[config.mk]
export PLATFORM = sky130hd
export DESIGN_NAME = nina_unmask_check
export DESIGN_NICKNAME = d
export VERILOG_FILES = /design/src/rtl/nina_unmask_check.sv
export SDC_FILE = /design/constraint.sdc
export NUM_CORES = 1
export LEC_CHECK = 0
export CAP_MARGIN = 10
export CORE_ASPECT_RATIO = 0.8
export CORE_MARGIN = 2
export CORE_UTILIZATION = 35
export DETAILED_ROUTE_END_ITERATION = 10
export SLEW_MARGIN = 15
export SYNTH_ARGS = -nofsm -noshare
export SYNTH_HDL_FRONTEND = slang
export SYNTH_SLANG_ARGS = --single-unit
[constraint.sdc]
create_clock -name clk -period 4.5 [get_ports clk]
set_clock_uncertainty 0.15 [all_clocks]
set_input_delay 0.45 -clock clk [delete_from_list [all_inputs] [get_ports clk]]
set_output_delay 0.45 -clock clk [all_outputs]
set_load 0.02 [all_outputs]
[src/rtl/nina_unmask_check.sv]
// Output-boundary unmasking for the 3-share, 3-lane NINA encoding: shares are
// recombined one per cycle, lane consistency is checked and a sticky alarm kept.
module nina_unmask_check #(
    parameter int NBITS = 1
) (
    input  logic               clk,
    input  logic               rst,
    input  logic               in_valid,
    output logic               in_ready,
    input  logic [3*NBITS-1:0] port_c_0,
    input  logic [3*NBITS-1:0] port_c_1,
    input  logic [3*NBITS-1:0] port_c_2,
    output logic               out_valid,
    input  logic               out_ready,
    output logic [NBITS-1:0]   out_data,
    output logic               out_fault,
    output logic               alarm,
    input  logic               alarm_clr
);

    localparam int W = 3 * NBITS;

    typedef enum logic [2:0] {
        IDLE = 3'd0,
        ACC0 = 3'd1,
        ACC1 = 3'd2,
        ACC2 = 3'd3,
        RESP = 3'd4
    } state_t;

    // A codeword is inconsistent when any bit has lanes that disagree.
    function automatic logic lane_err(input logic [W-1:0] x);
        logic e;
        e = 1'b0;
        for (int b = 0; b < NBITS; b++) begin
            e = e | (x[3*b] != x[3*b+1]) | (x[3*b] != x[3*b+2]);
        end
        return e;
    endfunction

    function automatic logic [NBITS-1:0] lane0(input logic [W-1:0] x);
        logic [NBITS-1:0] d;
        d = {NBITS{1'b0}};
        for (int b = 0; b < NBITS; b++) begin
            d[b] = x[3*b];
        end
        return d;
    endfunction

    state_t           state_r;
    state_t           state_nxt_s;
    logic [W-1:0]     sh0_r;
    logic [W-1:0]     sh1_r;
    logic [W-1:0]     sh2_r;
    logic [W-1:0]     acc_r;
    logic             err_r;
    logic             in_ready_r;
    logic             out_valid_r;
    logic             out_fault_r;
    logic [NBITS-1:0] out_data_r;
    logic             alarm_r;
    logic             accept_s;
    logic [W-1:0]     acc_fin_s;
    logic             fault_s;

    assign in_ready  = in_ready_r;
    assign out_valid = out_valid_r;
    assign out_fault = out_fault_r;
    assign out_data  = out_data_r;
    assign alarm     = alarm_r;

    // Final recombination and fault decision, consumed on the ACC2 edge.
    always_comb begin
        accept_s  = in_valid && in_ready_r;
        acc_fin_s = acc_r ^ sh2_r;
        fault_s   = err_r | lane_err(sh2_r) | lane_err(acc_fin_s);
    end

    // State register.
    always_ff @(posedge clk) begin
        if (rst) begin
            state_r <= IDLE;
        end else begin
            state_r <= state_nxt_s;
        end
    end

    // Next-state logic: one share consumed per cycle, then hold the result.
    always_comb begin
        state_nxt_s = state_r;
        case (state_r)
            IDLE: begin
                if (accept_s) begin
                    state_nxt_s = ACC0;
                end else begin
                    state_nxt_s = IDLE;
                end
            end
            ACC0: state_nxt_s = ACC1;
            ACC1: state_nxt_s = ACC2;
            ACC2: state_nxt_s = RESP;
            RESP: begin
                if (out_ready) begin
                    state_nxt_s = IDLE;
                end else begin
                    state_nxt_s = RESP;
                end
            end
            default: state_nxt_s = IDLE;
        endcase
    end

    // Share capture, sequential accumulation and registered result.
    always_ff @(posedge clk) begin
        if (rst) begin
            sh0_r       <= {W{1'b0}};
            sh1_r       <= {W{1'b0}};
            sh2_r       <= {W{1'b0}};
            acc_r       <= {W{1'b0}};
            err_r       <= 1'b0;
            in_ready_r  <= 1'b1;
            out_valid_r <= 1'b0;
            out_fault_r <= 1'b0;
            out_data_r  <= {NBITS{1'b0}};
        end else begin
            case (state_r)
                IDLE: begin
                    if (accept_s) begin
                        sh0_r      <= port_c_0;
                        sh1_r      <= port_c_1;
                        sh2_r      <= port_c_2;
                        err_r      <= 1'b0;
                        in_ready_r <= 1'b0;
                    end
                end
                ACC0: begin
                    acc_r <= sh0_r;
                    err_r <= err_r | lane_err(sh0_r);
                end
                ACC1: begin
                    acc_r <= acc_r ^ sh1_r;
                    sh0_r <= {W{1'b0}};
                    err_r <= err_r | lane_err(sh1_r);
                end
                ACC2: begin
                    acc_r       <= acc_fin_s;
                    sh1_r       <= {W{1'b0}};
                    err_r       <= err_r | lane_err(sh2_r);
                    out_valid_r <= 1'b1;
                    out_fault_r <= fault_s;
                    out_data_r  <= fault_s ? {NBITS{1'b0}} : lane0(acc_fin_s);
                end
                RESP: begin
                    if (out_ready) begin
                        sh2_r       <= {W{1'b0}};
                        acc_r       <= {W{1'b0}};
                        out_valid_r <= 1'b0;
                        out_fault_r <= 1'b0;
                        in_ready_r  <= 1'b1;
                    end
                end
                default: begin
                    in_ready_r  <= 1'b0;
                    out_valid_r <= 1'b0;
                end
            endcase
        end
    end

    // Sticky alarm; a new fault wins over a simultaneous clear.
    always_ff @(posedge clk) begin
        if (rst) begin
            alarm_r <= 1'b0;
        end else if ((state_r == ACC2) && fault_s) begin
            alarm_r <= 1'b1;
        end else if (alarm_clr) begin
            alarm_r <= 1'b0;
        end
    end

endmodule
---- After elaboration in Yosys (flattened, before gate mapping) ----
Cells that the tools add are included.
word-level totals
  memory bits (read-only) ................. 0
  register bits ........................... 21
  bits in latches ......................... 0
  output and inout port bits .............. 5
  input bits .............................. 14
  memories kept ........................... 0
  memory bits (writable) .................. 0
cells by class
  multiplexer cells ....................... 21
  divide/modulo/power cells ............... 0
  eq/ne operators ......................... 14
  add/sub/neg operators ................... 0
  multipliers ............................. 0
  bitwise operators ....................... 12
  reduce and logical (&&, ||, !) cells .... 20
  magnitude comparators ................... 0
  shift operators ......................... 0
operators by type and width
  kind                                                                    number
  3-bit case mux with 2 select lines                                      3
  3-bit 2-to-1 mux                                                        5
  3-bit case mux with 5 select lines                                      1
  3-bit case mux with 4 select lines                                      1
  2-bit AND reduction                                                     6
  2-bit nonzero test                                                      5
  1-bit != test                                                           8
  1-bit bitwise OR                                                        8
  4-bit nonzero test                                                      2
  1-bit 2-to-1 mux                                                        7
  3-bit by 2-bit equality test with 1-bit output (second input constant)  2
  1-bit case mux with 3 select lines                                      2
  3-bit AND reduction                                                     2
  3-bit OR reduction                                                      2
  3-bit XOR                                                               2
  2-bit != test (second input constant)                                   2
  1-bit case mux with 4 select lines                                      1
  3-bit by 1-bit equality test with 1-bit output (second input constant)  1
  3-bit equality test (second input constant)                             1
  3-bit logical NOT                                                       1
  1-bit logical AND                                                       2
  1-bit NOT                                                               2
  1-bit case mux with 2 select lines                                      1

---- Depth between registers and ports, before layout ----
  depth after elaboration ................. 6
  depth in mapped cells ................... 5
  gate-level depth less buffers ........... 4

---- Worst setup path after synthesis ----
OpenSTA, ideal clock, no wires.
  path kind ............................... reg-to-reg
  start ................................... register sh2_r[2]
  end ..................................... register out_data_r (netlist: out_data)
  data arrival time ....................... 1,343 ps
  stages on the path, launching flop included .. 5
  path buffers ............................ 0
  path slack .............................. 2,937 ps
  required time ........................... 4,280 ps
  path through ............................ dfxtp_1 nor4_4 nor2_2 or4b_1 a21oi_1
on the way
  cells in the longest elaborated chain, start to end .. 5
  elaborated cells between the ends (all ways) .. 8
  those cells by class .................... 2 x eq/ne; 1 x mux; 5 x bitwise
RTL lines
  what                                                      line    text
  from (decl)                                               54      logic [W-1:0] sh2_r;
  from (signal assigned)                                    118     sh2_r <= {W{1'b0}};
  from (signal assigned)                                    131     sh2_r <= port_c_2;
  from (signal assigned)                                    155     sh2_r <= {W{1'b0}};
  1-bit != test / 3-bit XOR (equally long branches)         36, 75
  1-bit bitwise OR / 1-bit != test (equally long branches)  36      e = e | (x[3*b] != x[3*b+1]) | (x[3*b] != x[3*b+2]);
  1-bit bitwise OR, on equally long branches                76, 36
  1-bit bitwise OR *                                        76      fault_s = err_r | lane_err(sh2_r) | lane_err(acc_fin_s);
  1-bit 2-to-1 mux *                                        151     out_data_r <= fault_s ? {NBITS{1'b0}} : lane0(acc_fin_s);
  to (signal assigned)                                      124     out_data_r <= {NBITS{1'b0}};
  to (signal assigned)                                      151
  to (decl)                                                 60      logic [NBITS-1:0] out_data_r;
Every way passes the cells marked *; elsewhere a longest branch is shown, timed or not.
A chain may end at the register's enable or synchronous reset.

---- Worst setup path after layout ----
  start ................................... register state_r[0]
  end ..................................... register out_data_r (netlist: out_data)
on the way
  cells in the longest elaborated chain, start to end .. 1
RTL lines
  what                                            line  text
  from (decl)                                     50    state_t state_r;
  from (signal assigned)                          84    state_r <= state_nxt_s;
  3-bit by 2-bit equality test with 1-bit output  126   case (state_r)
No other way between the ends.

==> run metrics <==
VDD IR max 0.000257 V; CTS Root Cell clkbuf_8; die area 0.00348 sq mm; placement row count 17; Worst setup EP type register; reg2reg path depth 3; Period minus WS final 2.07 ns; average routed wire per standard cell 12.9 um; CTS Buf Count 3; RSZ-0062 raised after global routing false; final hold vios 0; Core Area 0.00283 sq mm; initial core utilization 37.4%; placed cells 174; worst-margin pin slew 0.762 ns; CTS H-Tree Depth 1; register area share after synthesis 39.7%; Clock Tree Buf Depth 2; Power, Total 0.552 mW; Total GRT Usage 15.0%; Via density 5.39; library cells used by synthesis 32; most common cell after layout, fill and taps aside dfxtp_1; post-route ant nets 0; cell family with most CP delay simple AND/OR/NAND/NOR gates; most frequent cells in the layout dfxtp_1 (21), clkdlybuf4s50_1 (18), a21oi_1 (15), nand2_1 (12), nand3_1 (11); Slew HR 49.1%; antenna cells 0; first-pass GRT wire length 3.95 mm; Post-CTS Hold Buffers 0; Post-Syn Area 0.00106 sq mm; clk slew on worst S/H paths 0.07 ns; Worst Hold End out_data; Yosys Warn Count 0; largest net degree at the start of global routing 22; crit path kind register to register; syn_area_per_cell 8.61 sq um; setup TNS 0 ns; GP Congestion 0.820; TritonRoute pass-1 iters 4; Post-Route WL 2.30 mm; flops & latches, synth 21; post-cts resize count 0; Detail Placement HPWL 1.69 mm; FF-to-FF setup slack 2.43 ns; NumNets Final 155; CP Max Fanout 12; Post-CTS Setup Inserts 0; CP arrival 2.10 ns; via count 960; initial antenna violation count 0; worst path cell trace nand3_1, or4b_1, a21oi_1; Leakage 0.432 nW; hold path depth 2; clock sink total 21; Tcrit/Tclk final 46.0%; grt ovf 0; chip width 65.5 um; crit path launch type register; Non-Filler Instances 178; Setup violations, final 0; Max-cap violations 0; Layout area overhead 23.4%; IO buf count 18; TritonCTS clock tree done; net count of the mapped netlist 137; Syn Inst Count 123; slowest stage delay, CP 0.65 ns; layout cells sized above 1 5.71%; worst min-delay path class register to register; Worst EP required 4.53 ns; starting DRC count in detailed routing 34; status complete, no violations; Reg-to-Reg Start state_r[0]; Cell Pwr Density 422 mW/mm^2; Clock Latency Late Sink 0.26 ns; # DRC 0; Die Ht 53.2 um; worst hold start out_data; IO Pins 19; vias in the first global route 857; Final Max Tran Viols 0; fmax 483 MHz; CP startpoint state_r[0]; CP max-delay cell dfxtp_1; R2R Path End out_data; CP bufs+invs 0
==> metal layers <==
metal / routed length [um] / track usage, % / share of wire (%)
met5: 0 / 0 / 0
met4: 0 / 2.43 / 0
met3: 157 / 4.89 / 6.8
met2: 996 / 23.1 / 43
met1: 1150 / 20.7 / 50
==> final cells by class <==
class | count | area (sq um)
Fill cell | 287 | 1520
Multi-Input combinational cell | 96 | 609
Sequential cell | 21 | 420
Timing Repair Buffer | 18 | 180
Tap cell | 38 | 47.5
Clock buffer | 4 | 45.0
Inverter | 1 | 3.75
==> state kept, by name, indices dropped and copies added, names as in the netlist <==
| name | cells |
|---|---|
| out_data | 1 |
| acc_r | 3 |
| out_valid | 1 |
| sh0_r | 3 |
| state_r | 3 |
| err_r | 1 |
| alarm | 1 |
| sh2_r | 3 |
| out_fault | 1 |
| in_ready | 1 |
| sh1_r | 3 |
==> kinds of logic after synthesis <==
| group | count (synthesis) | synth area share, % |
|---|---|---|
| XOR/XNOR | 7 | 5.79 |
| flip-flops | 21 | 39.7 |
| AO/OA/AOI/OAI | 30 | 17.4 |
| buffers and inverters | 6 | 2.72 |
| AND/OR/NAND/NOR | 54 | 29.7 |
| multiplexers | 5 | 4.73 |
==> cell usage after synthesis (all sizes together) <==
cell type / instances / area [sq um]
a2111oi: 1 / 8.76
a211oi: 3 / 22.5
a21oi: 15 / 75.1
a221oi: 2 / 17.5
a22oi: 3 / 22.5
and2b: 1 / 8.76
and3: 2 / 12.5
and4b: 1 / 13.8
buf: 3 / 17.5
clkbuf: 2 / 7.51
dfxtp: 21 / 420
inv: 1 / 3.75
mux2i: 5 / 50.1
nand2: 12 / 45.0
nand2b: 2 / 12.5
nand3: 11 / 55.1
nand4: 1 / 6.26
nand4bb: 1 / 11.3
nor2: 9 / 36.3
nor2b: 1 / 6.26
nor3: 8 / 40.0
nor3b: 1 / 7.51
nor4: 3 / 48.8
o21ai: 3 / 15.0
o21bai: 2 / 15.0
o31ai: 1 / 7.51
or4b: 1 / 10.0
xnor2: 7 / 61.3
==> worst min-delay path, cell delays in order, from the launching register on <==
cell and delay (ns):
dfxtp_1 0.31, nand2_1 0.05, a21oi_1 0.05
==> how the worst max path moves through the flow <==
| stage | to | slack, ns | cells past startpoint |
|---|---|---|---|
| after floorplan | out_data | 2.94 | 4 |
| after global placement | sh0_r[2] | 2.39 | 5 |
| after detailed placement | sh0_r[2] | 2.33 | 5 |
| after CTS | out_data | 2.43 | 3 |
| after global routing | out_data | 2.23 | 3 |
| final | out_data | 2.43 | 3 |
==> stage by stage <==
stage | setup slack, ns | instance area, sq um | utilization, % | hold slack, ns
2_1_floorplan | 2.94 | 1060 | - | 0.319
3_3_place_gp | 2.39 | 1260 | 44.6 | 0.294
3_5_place_dp | 2.33 | 1260 | 44.6 | 0.297
4_1_cts | 2.43 | 1310 | 46.2 | 0.308
5_1_grt | 2.23 | 1310 | 46.2 | 0.351
6_report | 2.43 | 1310 | 46.2 | 0.301
==> where the power goes <==
group	total (mW)	leakage, nW	internal, mW	switching, mW
Combinational	0.178	0.237	0.0881	0.0901
Sequential	0.253	0.172	0.212	0.0404
Clock	0.121	0.0228	0.0630	0.0580
Total	0.552	0.432	0.363	0.189
(Power assumes the default switching activity.)
